`config.mk`:
```
export PLATFORM = sky130hd
export DESIGN_NAME = rom_port_arbiter_flat
export DESIGN_NICKNAME = d
export VERILOG_FILES = /design/src/rtl/rom_port_arbiter_if.sv /design/src/rtl/rom_port_arbiter.sv /design/src/flat_wrapper.sv
export SDC_FILE = /design/constraint.sdc
export NUM_CORES = 1
export LEC_CHECK = 0
export BUFFER_PORTS_ARGS = -buffer_cell sky130_fd_sc_hd__clkbuf_2
export CORE_ASPECT_RATIO = 1.2
export CORE_UTILIZATION = 53
export DETAILED_ROUTE_END_ITERATION = 8
export PLACE_DENSITY = 0.95
export SYNTH_ARGS = -nofsm -noshare
export SYNTH_HDL_FRONTEND = slang
export SYNTH_SLANG_ARGS = --single-unit
```
`constraint.sdc`:
```
create_clock -name clk -period 4.6 [get_ports clk]
set_input_delay 0.69 -clock clk [delete_from_list [all_inputs] [get_ports clk]]
set_output_delay 0.69 -clock clk [all_outputs]
set_load 0.1 [all_outputs]
```
`src/rtl/rom_port_arbiter_if.sv`:
```
// rom_port_arbiter_if -- bundle of the fetch, load and ROM-side signals of
// the ROM read-port arbiter.
//
// Signals:
//   if_req/if_addr/if_flush  fetch request, byte address, branch redirect
//   if_gnt/if_rvalid/if_rdata fetch grant (comb), registered response
//   ls_req/ls_addr           load request and byte address
//   ls_gnt/ls_rvalid/ls_rdata/ls_err  load grant (comb), registered response
//   rom_addr/rom_data        ROM address bus (owned by arbiter), ROM word
//
// Modports:
//   slave  -- the arbiter
//   master -- the fetch/LSU/ROM environment driving the arbiter
interface rom_port_arbiter_if #(
  parameter int ADDR_W = 16,
  parameter int DATA_W = 32
);
  logic              if_req;
  logic [ADDR_W-1:0] if_addr;
  logic              if_flush;
  logic              if_gnt;
  logic              if_rvalid;
  logic [DATA_W-1:0] if_rdata;
  logic              ls_req;
  logic [ADDR_W-1:0] ls_addr;
  logic              ls_gnt;
  logic              ls_rvalid;
  logic [DATA_W-1:0] ls_rdata;
  logic              ls_err;
  logic [ADDR_W-1:0] rom_addr;
  logic [DATA_W-1:0] rom_data;

  modport slave (
    input  if_req, if_addr, if_flush, ls_req, ls_addr, rom_data,
    output if_gnt, if_rvalid, if_rdata, ls_gnt, ls_rvalid, ls_rdata, ls_err,
           rom_addr
  );

  modport master (
    output if_req, if_addr, if_flush, ls_req, ls_addr, rom_data,
    input  if_gnt, if_rvalid, if_rdata, ls_gnt, ls_rvalid, ls_rdata, ls_err,
           rom_addr
  );
endinterface

```
`src/rtl/rom_port_arbiter.sv`:
```
// rom_port_arbiter -- shares the single combinational read port of the
// instruction ROM between instruction fetch (IF) and the load unit (LS).
// One grant per cycle, registered ROM word (fixed 1-cycle read latency).
// Loads have priority; a saturating streak counter forces an IF grant after
// MAX_STREAK consecutive LS grants while IF is eligible.
//
// Ports:
//   clk  -- clock, all state on rising edge
//   rst  -- synchronous active-high reset
//   bus  -- rom_port_arbiter_if.slave (fetch, load and ROM signals)
//
// Optional feature macro: ROM_ALIGN_CHECK_EN
//   defined   -- misaligned LS grants return zero data and raise ls_err
//   undefined -- ls_err is always 0, unaligned loads return raw ROM bytes
module rom_port_arbiter #(
  parameter int ADDR_W     = 16,
  parameter int DATA_W     = 32,
  parameter int MAX_STREAK = 4
) (
  input logic               clk,
  input logic               rst,
  rom_port_arbiter_if.slave bus
);

  localparam int SW = $clog2(MAX_STREAK + 1);
  localparam logic [SW-1:0] STREAK_CAP = SW'(MAX_STREAK);

  logic              if_ok;
  logic              ls_ok;
  logic              if_win;
  logic              ls_win;
  logic              ls_bad;
  logic [SW-1:0]     streak;
  logic [ADDR_W-1:0] addr_q;
  logic [ADDR_W-1:0] rom_addr_c;
  logic              if_rvalid_q;
  logic              ls_rvalid_q;
  logic              ls_err_q;
  logic [DATA_W-1:0] if_rdata_q;
  logic [DATA_W-1:0] ls_rdata_q;

  // Eligibility and fixed-priority arbitration; a saturated streak hands the
  // port to a waiting fetch even when a load is pending.
  always_comb begin
    if_ok  = bus.if_req & ~bus.if_flush & ~rst;
    ls_ok  = bus.ls_req & ~rst;
    if_win = 1'b0;
    ls_win = 1'b0;
    if (if_ok && (streak == STREAK_CAP)) begin
      if_win = 1'b1;
    end else if (ls_ok) begin
      ls_win = 1'b1;
    end else if (if_ok) begin
      if_win = 1'b1;
    end
  end

  // The ROM sees the winner's address; idle cycles keep the last one so the
  // address bus does not toggle needlessly.
  always_comb begin
    rom_addr_c = addr_q;
    if (if_win) begin
      rom_addr_c = bus.if_addr;
    end else if (ls_win) begin
      rom_addr_c = bus.ls_addr;
    end
  end

`ifdef ROM_ALIGN_CHECK_EN
  assign ls_bad = |bus.ls_addr[1:0];
`else
  assign ls_bad = 1'b0;
`endif

  // Response registers, held address and streak counter. A flushed or idle
  // fetch (if_ok low) resets the streak, so only uninterrupted waiting counts.
  always_ff @(posedge clk) begin
    if (rst) begin
      addr_q      <= '0;
      if_rvalid_q <= 1'b0;
      ls_rvalid_q <= 1'b0;
      ls_err_q    <= 1'b0;
      if_rdata_q  <= '0;
      ls_rdata_q  <= '0;
      streak      <= '0;
    end else begin
      if_rvalid_q <= if_win;
      ls_rvalid_q <= ls_win;
      ls_err_q    <= ls_win & ls_bad;
      if (if_win || ls_win) begin
        addr_q <= rom_addr_c;
      end
      if (if_win) begin
        if_rdata_q <= bus.rom_data;
      end
      if (ls_win) begin
        ls_rdata_q <= ls_bad ? '0 : bus.rom_data;
      end
      if (if_win || !if_ok) begin
        streak <= '0;
      end else if (ls_win && (streak != STREAK_CAP)) begin
        streak <= streak + SW'(1);
      end
    end
  end

  assign bus.if_gnt    = if_win;
  assign bus.ls_gnt    = ls_win;
  assign bus.rom_addr  = rom_addr_c;
  assign bus.if_rvalid = if_rvalid_q;
  assign bus.if_rdata  = if_rdata_q;
  assign bus.ls_rvalid = ls_rvalid_q;
  assign bus.ls_rdata  = ls_rdata_q;
  assign bus.ls_err    = ls_err_q;

endmodule

```
`src/flat_wrapper.sv`:
```
// flat-port wrapper written by rule: the top's interface ports become plain ports
module rom_port_arbiter_flat 
#(
  parameter int ADDR_W     = 16,
  parameter int DATA_W     = 32,
  parameter int MAX_STREAK = 4
)
  (clk, rst, bus_if_req, bus_if_addr, bus_if_flush, bus_ls_req, bus_ls_addr, bus_rom_data, bus_if_gnt, bus_if_rvalid, bus_if_rdata, bus_ls_gnt, bus_ls_rvalid, bus_ls_rdata, bus_ls_err, bus_rom_addr);
  rom_port_arbiter_if #(.ADDR_W(ADDR_W), .DATA_W(DATA_W)) bus_i ();
  input logic clk;
  input logic rst;
  input wire logic [$bits(bus_i.if_req)-1:0] bus_if_req;
  input wire logic [$bits(bus_i.if_addr)-1:0] bus_if_addr;
  input wire logic [$bits(bus_i.if_flush)-1:0] bus_if_flush;
  input wire logic [$bits(bus_i.ls_req)-1:0] bus_ls_req;
  input wire logic [$bits(bus_i.ls_addr)-1:0] bus_ls_addr;
  input wire logic [$bits(bus_i.rom_data)-1:0] bus_rom_data;
  output wire logic [$bits(bus_i.if_gnt)-1:0] bus_if_gnt;
  output wire logic [$bits(bus_i.if_rvalid)-1:0] bus_if_rvalid;
  output wire logic [$bits(bus_i.if_rdata)-1:0] bus_if_rdata;
  output wire logic [$bits(bus_i.ls_gnt)-1:0] bus_ls_gnt;
  output wire logic [$bits(bus_i.ls_rvalid)-1:0] bus_ls_rvalid;
  output wire logic [$bits(bus_i.ls_rdata)-1:0] bus_ls_rdata;
  output wire logic [$bits(bus_i.ls_err)-1:0] bus_ls_err;
  output wire logic [$bits(bus_i.rom_addr)-1:0] bus_rom_addr;
  assign bus_i.if_req = bus_if_req;
  assign bus_i.if_addr = bus_if_addr;
  assign bus_i.if_flush = bus_if_flush;
  assign bus_i.ls_req = bus_ls_req;
  assign bus_i.ls_addr = bus_ls_addr;
  assign bus_i.rom_data = bus_rom_data;
  assign bus_if_gnt = bus_i.if_gnt;
  assign bus_if_rvalid = bus_i.if_rvalid;
  assign bus_if_rdata = bus_i.if_rdata;
  assign bus_ls_gnt = bus_i.ls_gnt;
  assign bus_ls_rvalid = bus_i.ls_rvalid;
  assign bus_ls_rdata = bus_i.ls_rdata;
  assign bus_ls_err = bus_i.ls_err;
  assign bus_rom_addr = bus_i.rom_addr;
  rom_port_arbiter #(.ADDR_W(ADDR_W), .DATA_W(DATA_W), .MAX_STREAK(MAX_STREAK)) u_core (.clk(clk), .rst(rst), .bus(bus_i));
endmodule
```
# --- After elaboration in Yosys (flattened, before gate mapping) ---
# Cells that the tools add are included.
# Widths: inputs -> output; s select.
totals:
  input_bits: 69
  out_inout_bits: 85
  word_cells: 27
  reg_bits: 85
classes:
  reduce_logical: 6
  n_mux: 7
  add_sub_neg: 1
  bitwise_logic: 5
  n_eq_ne: 2
ops:
  columns: ["operator", "n"]
  rows:
  - ["$mux 16", 2]
  - ["$mux 1", 5]
  - ["$add 3x1->3 const B", 1]
  - ["$and 1x1->1", 3]
  - ["$eq 3x3->1 const B", 1]
  - ["$ne 3x3->1 const B", 1]
  - ["$logic_and 1x1->1", 2]
  - ["$logic_or 1x1->1", 2]
  - ["$not 1->1", 2]
  - ["$reduce_or 2->1", 1]
  - ["$logic_not 1->1", 1]

# --- Depth between registers and ports, before layout ---
logic_depth:
  word_depth: 8
  mapped_depth: 7
  depth_no_buf: 5

# --- Worst setup path before layout ---
# Ideal clock, no wire load.
synth_path:
  path_type: "input port to output port"
  start: "input port bus_if_flush"
  end: "output port bus_rom_addr[0]"
  path_stages: 4
  t_required_ps: 3910
  arrival_ps: 2128
  slack_ps: 1782
  path_buffers: 1
  cell_sequence: "nand2b_1 -> clkbuf_1 -> nor4b_1 -> or3_1"
synth_via:
  elab_chain_len: 7
  elab_cells_between_ends: 10
  classes_between: "mux (6); bitwise (3); reduce/logical (1)"
synth_rtl:
  columns: ["item", "line", "source"]
  rows:
  - ["from (decl)", "flat_wrapper.sv:14", "input wire logic [$bits(bus_i.if_flush)-1:0] bus_if_flush;"]
  - ["$not 1->1 (*)", "rom_port_arbiter.sv:45", "if_ok = bus.if_req & ~bus.if_flush & ~rst;"]
  - ["$and 1x1->1 (*) (2 in series)", "rom_port_arbiter.sv:45", null]
  - ["$mux 1 or $logic_and 1x1->1 (tied branches)", "rom_port_arbiter.sv:53, rom_port_arbiter.sv:49", null]
  - ["$mux 1 (on tied branches)", "rom_port_arbiter.sv:51, rom_port_arbiter.sv:49", null]
  - ["$mux 1 or $mux 16 (tied branches)", "rom_port_arbiter.sv:49, rom_port_arbiter.sv:64", null]
  - ["$mux 16 (*)", "rom_port_arbiter.sv:62", "if (if_win) begin"]
  - ["to (decl)", "flat_wrapper.sv:25", "output wire logic [$bits(bus_i.rom_addr)-1:0] bus_rom_addr;"]
# Every way passes the cells marked *; elsewhere a longest branch is shown, timed or not.

# --- Worst setup path after layout ---
layout_path:
  start: "input port bus_ls_req"
  end: "output port bus_rom_addr[5]"
layout_via:
  elab_chain_len: 5
  elab_cells_between_ends: 7
  classes_between: "mux (6); bitwise (1)"
layout_rtl:
  columns: ["item", "line", "source"]
  rows:
  - ["from (decl)", "flat_wrapper.sv:15", "input wire logic [$bits(bus_i.ls_req)-1:0] bus_ls_req;"]
  - ["$and 1x1->1 (*)", "rom_port_arbiter.sv:46", "ls_ok = bus.ls_req & ~rst;"]
  - ["$mux 1", "rom_port_arbiter.sv:51", "end else if (ls_ok) begin"]
  - ["$mux 1", "rom_port_arbiter.sv:49", "if (if_ok && (streak == STREAK_CAP)) begin"]
  - ["$mux 16", "rom_port_arbiter.sv:64", "end else if (ls_win) begin"]
  - ["$mux 16 (*)", "rom_port_arbiter.sv:62", null]
# Marks and branches as above.

==> flow_summary.json <==
{
  "synth-seq-area-share_pct": 41.8,
  "synth_top_area_share_pct": 41.8,
  "power.density_nw_per_um2": 369,
  "wl_per_cell_um": 14.7,
  "fillers": 587,
  "ys_ff_latch": 85,
  "status": "finished clean",
  "crit_fanout": 34,
  "wl_um": 9910,
  "place.gp.congestion": 0.760,
  "cts_buffer_depth": 2,
  "arrival_ps": 2800,
  "dp_hpwl_um": 6900,
  "fin_ws_ps": 1110,
  "synth_ff_type": "dfxtp_1",
  "postSynthAreaPerCell_um2": 9.04,
  "clkTransAtPathRegs_ps": 80,
  "grt_setup_unrepaired": "no",
  "cp-end-kind": "output port",
  "grt_overflow_total": 0,
  "die_x_um": 82.0,
  "drive_gt1_share_pct": 35.6,
  "die_h_um": 98.0,
  "cp-start-kind": "primary input",
  "rows": 34,
  "hp-class": "flip-flop to flip-flop",
  "areaGrowthSynthToFinish_pct": 23.2,
  "place_ws_ps": 1110,
  "io_buffers": 152,
  "relSlewSlack_pct": 33.2,
  "ios": 154,
  "grt_max_degree": 115,
  "post-cts-setup-buffers": 0,
  "core_um2": 7360,
  "timing.final.crit_share_pct": 75.9,
  "start_util_pct": 55.3,
  "clk_latency_ps": 350,
  "finalSetupViolations": 0,
  "drtPass1Iterations": 4,
  "holdBufCountCts": 0,
  "final_hold_viol_count": 0,
  "fin_setup_tns_ps": 0,
  "synth_edf_count": 0,
  "rr_startpoint": "u_core.streak[0]",
  "critPathLaunch": "bus_ls_req",
  "yosysWarningCount": 0,
  "async_reset_ff_share_pct": 0,
  "yosys.cell_types.count": 27,
  "worst-setup-path-type": "primary input to output port",
  "antenna_found_initial": 0,
  "yosysTopAreaCell": "dfxtp_1",
  "hp-start": "u_core.streak[0]",
  "yosysMostFrequentCell": "dfxtp_1",
  "clock_skew_ps": 10.2,
  "ctsResizeCount": 0,
  "numCtsBuffers": 9,
  "cts-root-buf": "clkbuf_8",
  "synthTopCellsByArea": "dfxtp_1 42%, mux2_4 10%, nand2b_1 7.5%",
  "vdd_drop_max_mv": 0.211,
  "detail-route-antenna-nets": 0,
  "netlist_instances": 450,
  "cts_sinks": 85,
  "drv_cap": 0,
  "tightest_slew_ps": 1000,
  "slew_viol_final": 0,
  "vias_per_cell": 5.46,
  "p_leak_nw": 2.39,
  "netlist_area_um2": 4070,
  "num-nets-final": 651,
  "finalCriticalPeriod_ps": 3490,
  "groute.usage.overall_pct": 24.5,
  "cts_tree": "built",
  "htreeDepth": 3,
  "remaining_drc_errors": 0,
  "required_ps": 3910,
  "grt_first_pass_wirelength_um": 15500,
  "antennaDiodeCount": 0,
  "dr.first_iter.drc_count": 124,
  "grt_pass1_vias": 3415,
  "syn_nets": 521,
  "synth_common_cells": "85 x dfxtp_1, 49 x nand2b_1, 48 x o21ai_0, 33 x nand3_1, 33 x nor2b_1",
  "vias": 3677,
  "max_freq_mhz": 286,
  "die_area_um2": 8030
}
[metal layers]
layer / global-route usage [%] / up-vias / routed length (µm)
li1: - / 1811 / -
met1: 28.6 / 1682 / 4180
met2: 42.3 / 165 / 4840
met3: 6.17 / 19 / 730
met4: 8.37 / 0 / 170
met5: 0 / - / 0
[sequential cells by signal, summed over array words and instances, names as in the netlist]
signal and cells:
u_core.bus.if_rdata 32, u_core.bus.ls_rdata 32, u_core.addr_q 16, u_core.streak 3
u_core.bus.if_rvalid 1, u_core.bus.ls_rvalid 1
[stage by stage]
stage / power (W) / util [%] / area, µm² / hold slack, ps / instances
2_1_floorplan: 0.00124 / - / 4070 / 417 / 450
3_3_place_gp: 0.00133 / 65.4 / 4810 / 426 / 659
3_5_place_dp: 0.00134 / 65.4 / 4810 / 452 / 659
4_1_cts: 0.00186 / 68.1 / 5010 / 473 / 674
5_1_grt: 0.00192 / 68.1 / 5010 / 499 / 674
6_report: 0.00185 / 68.1 / 5010 / 472 / 674
[logic make-up (layout without fill, tap and decap cells)]
| family | after synthesis | count (layout) | synth area share (%) |
|---|---|---|---|
| simple gates | 204 | 204 | 29.2 |
| flops | 85 | 85 | 41.8 |
| compound gates | 81 | 81 | 11.6 |
| buf+inv | 44 | 178 | 4.98 |
| mux | 32 | 32 | 11.4 |
| fa+ha+maj | 2 | 2 | 0.615 |
| other cells | 1 | 1 | 0.0922 |
| xor+xnor | 1 | 1 | 0.215 |
[worst max-delay path: stages]
cell and delay (ps):
clkbuf_2 410, a21boi_2 730, nor4b_1 170, or3_1 410
clkbuf_2 380
[final timing paths]
kind                             end  slack, ps  cells past startpoint
max                  bus_rom_addr[5]       1110                      5
min                 u_core.streak[0]        470                      1
max reg2reg  u_core.bus.if_rdata[31]       2010                      6
min reg2reg         u_core.streak[0]        470                      1
[layout make-up]
| cell class | count | area, µm² | area share (%) |
|---|---|---|---|
| Clock buffer | 9 | 124 | 2.47 |
| Clock inverter | 6 | 72.6 | 1.45 |
| Inverter | 5 | 18.8 | 0.375 |
| Multi-Input combinational cell | 321 | 2170 | 43.4 |
| Sequential cell | 85 | 1700 | 34.0 |
| Tap cell | 90 | 113 | 2.25 |
| Timing Repair Buffer | 158 | 808 | 16.1 |
[cells in the final DEF (no fill, tap or decap), types with 2 or more instances in the layout]
master / count
dfxtp_1: 85
clkbuf_8: 9
a21oi_1: 16
nand2_1: 17
mux2_2: 4
o31a_1: 16
buf_4: 7
nor2b_1: 32
nor2_1: 19
o21ai_0: 48
inv_1: 5
clkinvlp_4: 3
nand3_1: 33
and3_1: 16
nand2b_1: 49
and2_1: 2
nor4b_1: 16
clkbuf_2: 151
mux2_4: 28
ha_1: 2
or3_1: 16
[power by group]
group	leakage, nW	internal, W	switching [W]	total, W
clock network	0.0899	0.000253	0.000274	0.000528
logic	1.60	0.000108	0.000421	0.000529
registers	0.696	0.000773	0.0000212	0.000794
Power figures use the tool's default switching activity.
